`config.mk`:
```
export PLATFORM = sky130hd
export DESIGN_NAME = ps2_host_tx
export DESIGN_NICKNAME = d
export VERILOG_FILES = /design/src/rtl/ps2_host_tx.sv
export SDC_FILE = /design/constraint.sdc
export NUM_CORES = 1
export LEC_CHECK = 0
export CAP_MARGIN = 20
export CORE_ASPECT_RATIO = 1.75
export CORE_UTILIZATION = 50
export CTS_CLUSTER_SIZE = 10
export DETAILED_ROUTE_END_ITERATION = 8
export PLACE_DENSITY = 0.81
export SETUP_SLACK_MARGIN = 0.5
export SLEW_MARGIN = 30
export SYNTH_ARGS = -nofsm -noshare
export SYNTH_HDL_FRONTEND = slang
export SYNTH_SLANG_ARGS = --single-unit
```
`constraint.sdc`:
```
create_clock -name FPGAClk -period 2.95 [get_ports FPGAClk]
set_clock_uncertainty 0.15 [all_clocks]
set_input_delay 0.4425 -clock FPGAClk [delete_from_list [all_inputs] [get_ports FPGAClk]]
set_output_delay 0.4425 -clock FPGAClk [all_outputs]
set_load 0.02 [all_outputs]
```
`src/rtl/ps2_host_tx.sv`:
```
// PS/2 host-to-device transmitter: sends one command byte (start, d0..d7, odd
// parity, stop) to the device, paced by the synchronised device clock, then
// checks the device ACK. Both lines are open-drain and driven through
// active-low output enables.
// Optional build macro: PS2_TX_TIMEOUT_EN adds a watchdog that abandons the
// transfer when the device stops clocking for TIMEOUT_CYCLES cycles.
//
// state     | meaning
// ----------+---------------------------------------------------------------
// IDLE      | lines released, tx_ready high, waiting for tx_valid
// INHIBIT   | clock held low; start bit (data low) asserted on last cycle
// RELEASE   | clock released, start bit held; bit count cleared
// SHIFT     | each device clock fall drives d0..d7, parity, then stop
// ACK       | next fall samples the device ACK on the data line
// WAIT_IDLE | wait for clock and data both high, then report done

module ps2_host_tx #(
  parameter int INHIBIT_CYCLES = 5000
`ifdef PS2_TX_TIMEOUT_EN
  , parameter int TIMEOUT_CYCLES = 1000000
`endif
) (
  input  logic       FPGAClk,
  input  logic       rst,
  input  logic [7:0] tx_data,
  input  logic       tx_valid,
  output logic       tx_ready,
  input  logic       ps2_clk_in,
  input  logic       ps2_data_in,
  output logic       ps2_clk_oe,
  output logic       ps2_data_oe,
  output logic       tx_busy,
  output logic       tx_done,
  output logic       tx_err
);

  localparam int INH_W = $clog2(INHIBIT_CYCLES + 1);

  typedef enum logic [2:0] {
    IDLE, INHIBIT, RELEASE, SHIFT, ACK, WAIT_IDLE
  } state_t;

  state_t           state_q, state_d;
  logic [INH_W-1:0] inh_cnt_q, inh_cnt_d;
  logic [3:0]       bit_cnt_q, bit_cnt_d, bit_cnt_inc;
  logic [7:0]       byte_q, byte_d;
  logic             parity_q, parity_d;
  logic             clk_oe_q, clk_oe_d;
  logic             data_oe_q, data_oe_d;
  logic             done_q, done_d;
  logic             err_q, err_d;
  logic             err_flag_q, err_flag_d;
  logic             clk_s1, clk_s2, clk_prev;
  logic             data_s1, data_s2;
  logic             fall;

  // Two-flop synchronisers on both pins plus a delayed copy of the clock for edge detection
  always_ff @(posedge FPGAClk or posedge rst) begin
    if (rst) begin
      clk_s1   <= 1'b1;
      clk_s2   <= 1'b1;
      clk_prev <= 1'b1;
      data_s1  <= 1'b1;
      data_s2  <= 1'b1;
    end else begin
      clk_s1   <= ps2_clk_in;
      clk_s2   <= clk_s1;
      clk_prev <= clk_s2;
      data_s1  <= ps2_data_in;
      data_s2  <= data_s1;
    end
  end

  assign fall        = clk_prev & ~clk_s2;
  assign bit_cnt_inc = (bit_cnt_q == 4'd11) ? 4'd11 : bit_cnt_q + 4'd1;

`ifdef PS2_TX_TIMEOUT_EN
  localparam int WD_W = $clog2(TIMEOUT_CYCLES + 1);

  logic [WD_W-1:0] wd_cnt_q;
  logic            waiting;
  logic            wd_expired;

  assign waiting    = (state_q == SHIFT) || (state_q == ACK) || (state_q == WAIT_IDLE);
  assign wd_expired = waiting && !fall && (wd_cnt_q == '0);

  // Watchdog: reload on entry to RELEASE and on every fall, count down while waiting on the device
  always_ff @(posedge FPGAClk or posedge rst) begin
    if (rst) begin
      wd_cnt_q <= WD_W'(TIMEOUT_CYCLES - 1);
    end else if (((state_q == INHIBIT) && (inh_cnt_q == '0)) || fall) begin
      wd_cnt_q <= WD_W'(TIMEOUT_CYCLES - 1);
    end else if (waiting && (wd_cnt_q != '0)) begin
      wd_cnt_q <= wd_cnt_q - WD_W'(1);
    end
  end
`endif

  // State, counters and registered line enables / status pulses
  always_ff @(posedge FPGAClk or posedge rst) begin
    if (rst) begin
      state_q    <= IDLE;
      inh_cnt_q  <= '0;
      bit_cnt_q  <= 4'd0;
      byte_q     <= 8'd0;
      parity_q   <= 1'b0;
      clk_oe_q   <= 1'b0;
      data_oe_q  <= 1'b0;
      done_q     <= 1'b0;
      err_q      <= 1'b0;
      err_flag_q <= 1'b0;
    end else begin
      state_q    <= state_d;
      inh_cnt_q  <= inh_cnt_d;
      bit_cnt_q  <= bit_cnt_d;
      byte_q     <= byte_d;
      parity_q   <= parity_d;
      clk_oe_q   <= clk_oe_d;
      data_oe_q  <= data_oe_d;
      done_q     <= done_d;
      err_q      <= err_d;
      err_flag_q <= err_flag_d;
    end
  end

  // Next-state logic; line enables are computed one cycle ahead so the pins come straight off flops
  always_comb begin
    state_d    = state_q;
    inh_cnt_d  = inh_cnt_q;
    bit_cnt_d  = bit_cnt_q;
    byte_d     = byte_q;
    parity_d   = parity_q;
    clk_oe_d   = clk_oe_q;
    data_oe_d  = data_oe_q;
    done_d     = 1'b0;
    err_d      = 1'b0;
    err_flag_d = err_flag_q;
    case (state_q)
      IDLE: begin
        clk_oe_d  = 1'b0;
        data_oe_d = 1'b0;
        if (tx_valid) begin
          byte_d     = tx_data;
          parity_d   = ~^tx_data;
          inh_cnt_d  = INH_W'(INHIBIT_CYCLES - 1);
          err_flag_d = 1'b0;
          clk_oe_d   = 1'b1;
          data_oe_d  = (INHIBIT_CYCLES == 1);
          state_d    = INHIBIT;
        end
      end
      INHIBIT: begin
        if (inh_cnt_q == '0) begin
          clk_oe_d  = 1'b0;
          data_oe_d = 1'b1;
          bit_cnt_d = 4'd0;
          state_d   = RELEASE;
        end else begin
          inh_cnt_d = inh_cnt_q - INH_W'(1);
          data_oe_d = (inh_cnt_q == INH_W'(1));
        end
      end
      RELEASE: begin
        bit_cnt_d = 4'd0;
        state_d   = SHIFT;
      end
      SHIFT: begin
        if (fall) begin
          bit_cnt_d = bit_cnt_inc;
          if (bit_cnt_q < 4'd8) begin
            data_oe_d = ~byte_q[bit_cnt_q[2:0]];
          end else if (bit_cnt_q == 4'd8) begin
            data_oe_d = ~parity_q;
          end else begin
            data_oe_d = 1'b0;
            state_d   = ACK;
          end
        end
      end
      ACK: begin
        if (fall) begin
          bit_cnt_d = bit_cnt_inc;
          state_d   = WAIT_IDLE;
          if (data_s2) begin
            err_d      = 1'b1;
            err_flag_d = 1'b1;
          end
        end
      end
      WAIT_IDLE: begin
        if (clk_s2 && data_s2) begin
          done_d  = ~err_flag_q;
          state_d = IDLE;
        end
      end
      default: begin
        clk_oe_d  = 1'b0;
        data_oe_d = 1'b0;
        state_d   = IDLE;
      end
    endcase
`ifdef PS2_TX_TIMEOUT_EN
    // A byte that already reported a missing ACK does not report again on timeout
    if (wd_expired && (state_d != IDLE)) begin
      clk_oe_d   = 1'b0;
      data_oe_d  = 1'b0;
      done_d     = 1'b0;
      err_d      = ~err_flag_q;
      err_flag_d = 1'b1;
      state_d    = IDLE;
    end
`endif
  end

  assign tx_ready    = (state_q == IDLE);
  assign tx_busy     = (state_q != IDLE);
  assign ps2_clk_oe  = clk_oe_q;
  assign ps2_data_oe = data_oe_q;
  assign tx_done     = done_q;
  assign tx_err      = err_q;

endmodule

```
; ---- Word-level counts from Yosys, hierarchy flattened
; Cells that the tools add are included.
[word_totals]
ff_bits = 39
[classes]
addsub = 2
order_cmp = 2
n_eq_ne = 18
muxes = 34
n_bitwise = 7
n_reduce_logical = 18
[ops]
columns = op, n
row1 = 2-to-1 mux 13 bit, 2
row2 = one-hot mux 13 bit (2 select lines), 1
row3 = 2-to-1 mux 3 bit, 7
row4 = != test 2 bit (second input constant), 9
row5 = one-hot mux 3 bit (6 select lines), 1
row6 = 2-to-1 mux 1 bit, 15
row7 = equality test 13 x 1 -> 1 bit (second input constant), 1
row8 = zero test 13 bit, 1
row9 = subtractor 13 x 1 -> 13 bit (second input constant), 1
row10 = 2-to-1 mux 4 bit, 3
row11 = one-hot mux 4 bit (3 select lines), 1
row12 = equality test 4 bit (second input constant), 2
row13 = XNOR reduction 8 bit, 1
row14 = AND reduction 7 bit, 1
row15 = equality test 3 x 2 -> 1 bit (second input constant), 2
row16 = equality test 3 bit (second input constant), 2
row17 = NOT 1 bit, 6
row18 = one-hot mux 1 bit (3 select lines), 2
row19 = AND reduction 2 bit, 3
row20 = AND reduction 3 bit, 2
row21 = nonzero test 3 bit, 2
row22 = adder 4 x 1 -> 4 bit (second input constant), 1
row23 = less-than comparator 3 x 4 -> 1 bit (second input constant), 1
row24 = less-than comparator 4 bit (second input constant), 1
row25 = 12 further kinds, 13

; ---- Longest topological paths before layout
[logic_depth]
depth_word = 6
depth_mapped = 8
ltp_nobuf = 7

; ---- Worst setup path after synthesis
; OpenSTA, ideal clock, no wires.
[synth_timing]
path_type = register to register
start = reg state_q[1]
end = reg byte_q[0]
setup_ns = 0.117
arrival_ns = 1.856
t_required_ns = 2.683
path_slack_ns = 0.827
stages_incl_launch_ff = 7
path_cell_list = dfrtp_1 -> buf_6 -> nor3_1 -> nand2_1 -> clkbuf_1 -> nand2_1 -> nand2_1
[synth_via]
elab_chain_len = 2
[synth_lines]
columns = item, line
row1 = from (decl), 43  ; state_t state_q, state_d;
row2 = from (signal assigned), 113  ; state_q <= state_d;
row3 = zero test 3 bit, --
row4 = named net tx_ready, 27  ; output logic tx_ready,
row5 = AND reduction 2 bit (no line), --
row6 = to (signal assigned), 116  ; byte_q <= byte_d;
row7 = to (decl), 46  ; logic [7:0] byte_q, byte_d;
; The timed path passes the listed nets, and every way through them passes these cells.
; A chain may end at the register's enable or synchronous reset.

; ---- Worst setup path after layout
[layout_timing]
start = reg state_q[1]
end = out tx_ready
[layout_via]
elab_chain_len = 1
[layout_lines]
columns = item, line
row1 = zero test 3 bit, 215  ; assign tx_ready = (state_q == IDLE);
row2 = to (decl), 27
; No other way between the ends.

==> results.sh <==
export IMPL_status="finished, final reports clean"
export IMPL_cts_setup_buffers=0
export IMPL_drive_gt1_frac=0.0983
export IMPL_required_ns=2.36
export IMPL_area_growth_pct=13.8
export IMPL_synthFlopType="dfrtp_1"
export IMPL_ys_warn_count=0
export IMPL_maxCapViolations=0
export IMPL_postRouteAntennaNets=0
export IMPL_async_flop_share=1.00
export IMPL_ys_ff_latch=39
export IMPL_die_area_um2=4470
export IMPL_holdPathEnd="clk_s2"
export IMPL_crit_slowest_cell="clkdlybuf4s50_1"
export IMPL_rr_worst_depth=6
export IMPL_dpl_hpwl_um=3000
export IMPL_cts_root_buf="clkbuf_8"
export IMPL_synth_fp_nets=234
export IMPL_path_buf_inv=1
export IMPL_wirelength_um=4020
export IMPL_syn_instance_count=215
export IMPL_fmax_mhz=424
export IMPL_yosysSeqAreaShare=0.468
export IMPL_start_kind="flip-flop"
export IMPL_die_w_um=51.0
export IMPL_grt_pass1_wl_um=6740
export IMPL_fin_crit_ns=2.36
export IMPL_cts_tree="done"
export IMPL_port_buffers=18
export IMPL_synth_top_area_cell="dfrtp_1"
export IMPL_cts_max_level=2
export IMPL_p_leak_nw=1.01
export IMPL_p_per_area_nw_per_um2=757
export IMPL_finalMaxSlewViolations=0
export IMPL_tns_ns=0
export IMPL_avgSynthCellArea_um2=9.75
export IMPL_yosys_area_top_type_share=0.406
export IMPL_grt_max_degree=40
export IMPL_crit_path_end_kind="output port"
export IMPL_reg2reg_from="inh_cnt_q[0]"
export IMPL_worstHoldStart="clk_s1"
export IMPL_crit_chain="nor3_2 -> clkdlybuf4s50_1"
export IMPL_hp_class="flip-flop to flip-flop"
export IMPL_core_area_um2=3940
export IMPL_cpLargestDelayFamily="buffers and inverters"
export IMPL_drtIter0Drc=33
export IMPL_hold_viol_final=0
export IMPL_antenna_found_initial=0
export IMPL_clockBufferDepth=2
export IMPL_vias=1585
export IMPL_cp_arrival_ns=1.77
export IMPL_numClockSinks=39
export IMPL_layout_worst_path_cycle_share=0.800
export IMPL_vdd_ir_drop_max_uv=524
export IMPL_rsz0062_at_grt="false"
export IMPL_mostFrequentLayoutCells="nand2_1 (44), dfrtp_1 (33), clkdlybuf4s50_1 (18)"
export IMPL_diodes=0
export IMPL_netlist_top_cells_area="dfrtp_1 (41%), nand2_1 (7.9%), dfstp_2 (6.3%)"
export IMPL_synth_cell_type_count=47
export IMPL_criticalPathCategory="flip-flop to output port"
export IMPL_wl_per_cell_um=14.2
export IMPL_power_mw=1.81
export IMPL_path_clk_slew_ns=0.07
export IMPL_row_count=30
export IMPL_layout_commonest_cell="nand2_1"
export IMPL_tightestPinTransition_ns=0.736
export IMPL_setup_viol=0
export IMPL_place_congestion=0.824
export IMPL_grt_pass1_vias=1564
export IMPL_syn_area_um2=2100
export IMPL_slowest_delay_ns=0.65
export IMPL_worstSkewPairLatency_ns=0.28
export IMPL_drcViolationCount=0
export IMPL_reg2reg_slack_ns=0.77
export IMPL_drtPass1Iterations=4
export IMPL_start_util=0.532
export IMPL_slew_headroom=0.509
export IMPL_die_h_um=87.7
export IMPL_io_pins=19
export IMPL_vias_per_cell=5.62
export IMPL_path_max_fanout=10
export IMPL_cts_inserted_buffers=5
export IMPL_hold_depth=0
export IMPL_fin_nets=252
export IMPL_grt_util_all_layers=0.206
export IMPL_grt_overflow_total=0
export IMPL_synth_edf_count=0
export IMPL_r2r_end="bit_cnt_q[0]"
## power breakdown
part	internal (mW)	switching [mW]
registers	0.674	0.144
clock network	0.168	0.170
logic	0.291	0.360
## registers in the layout, indices dropped and copies added, names as in the netlist
name / cells
byte_q: 8
ps2_data_oe: 1
data_s1: 1
data_s2: 1
clk_s1: 1
ps2_clk_oe: 1
tx_err: 1
parity_q: 1
inh_cnt_q: 13
clk_s2: 1
clk_prev: 1
bit_cnt_q: 4
err_flag_q: 1
state_q: 3
tx_done: 1
## worst reg2reg max path: stages (launching register included)
cell and delay, ns:
dfrtp_1 0.39, inv_1 0.09, ha_1 0.21, nor2b_1 0.17, and4_1 0.31, a221oi_4 0.39
mux2_2 0.38
## metrics by stage
stage                     hold slack, ns  std cells  setup slack (ns)  utilization  cell area [um2]
after floorplan                    0.195        215             0.827            -             2100
after global placement             0.197        274             0.775        0.583             2300
after detailed placement           0.199        274             0.756        0.583             2300
after CTS                          0.208        282             0.562        0.605             2380
after global routing               0.212        282             0.506        0.605             2390
final                              0.204        282             0.590        0.605             2390
## per-layer routing
| metal | GRT usage | routed length, um |
|---|---|---|
| met5 | 0 | 0 |
| met4 | 0.121 | 80 |
| met3 | 0.0417 | 127 |
| met2 | 0.358 | 2220 |
| met1 | 0.226 | 1580 |
## worst max path at each step
stage,start,slack (ns),cells after the start,end
after CTS,state_q[2],0.56,2,tx_ready
after floorplan,state_q[1],0.83,6,byte_q[0]
final,state_q[1],0.59,2,tx_ready
after global placement,state_q[2],0.77,2,tx_ready
after global routing,state_q[0],0.51,2,tx_ready
after detailed placement,state_q[2],0.76,2,tx_ready
## logic make-up (layout without fill, tap and decap cells)
kind of cell    Yosys count  in the layout  share of synthesized area
mux                       7              7                     0.0352
buf+inv                  18             37                     0.0394
flops                    39             39                      0.468
fa+ha+maj                 6              6                     0.0358
compound gates           38             38                      0.134
xor+xnor                 14             14                     0.0585
simple gates             93             93                      0.229
## cells in the mapped netlist (3+ instances only)
cell      number
nor3_1         8
dfrtp_1       34
a21o_1         3
ha_1           6
nand3_1        4
buf_2          3
inv_1         10
clkbuf_1       3
nor4_1         5
o21ai_0        5
a21oi_1        8
xnor2_1       12
nor2b_1        6
nand2b_1       3
dfstp_2        5
nand2_1       44
a31oi_1        7
nor2_1        12
mux2i_1        4
## layout make-up
cell class / count / area, um2
Fill cell: 329 / 1560
Multi-Input combinational cell: 158 / 1040
Sequential cell: 39 / 983
Timing Repair Buffer: 19 / 188
Clock buffer: 8 / 80.1
Tap cell: 48 / 60.1
Inverter: 10 / 37.5
## repair_timing
action,4_1_cts,5_1_grt
endpoints found under the setup margin,2,2
hold buffers,0,0
resized for setup,1,1
Note: power is estimated with default switching activity, not from simulation.
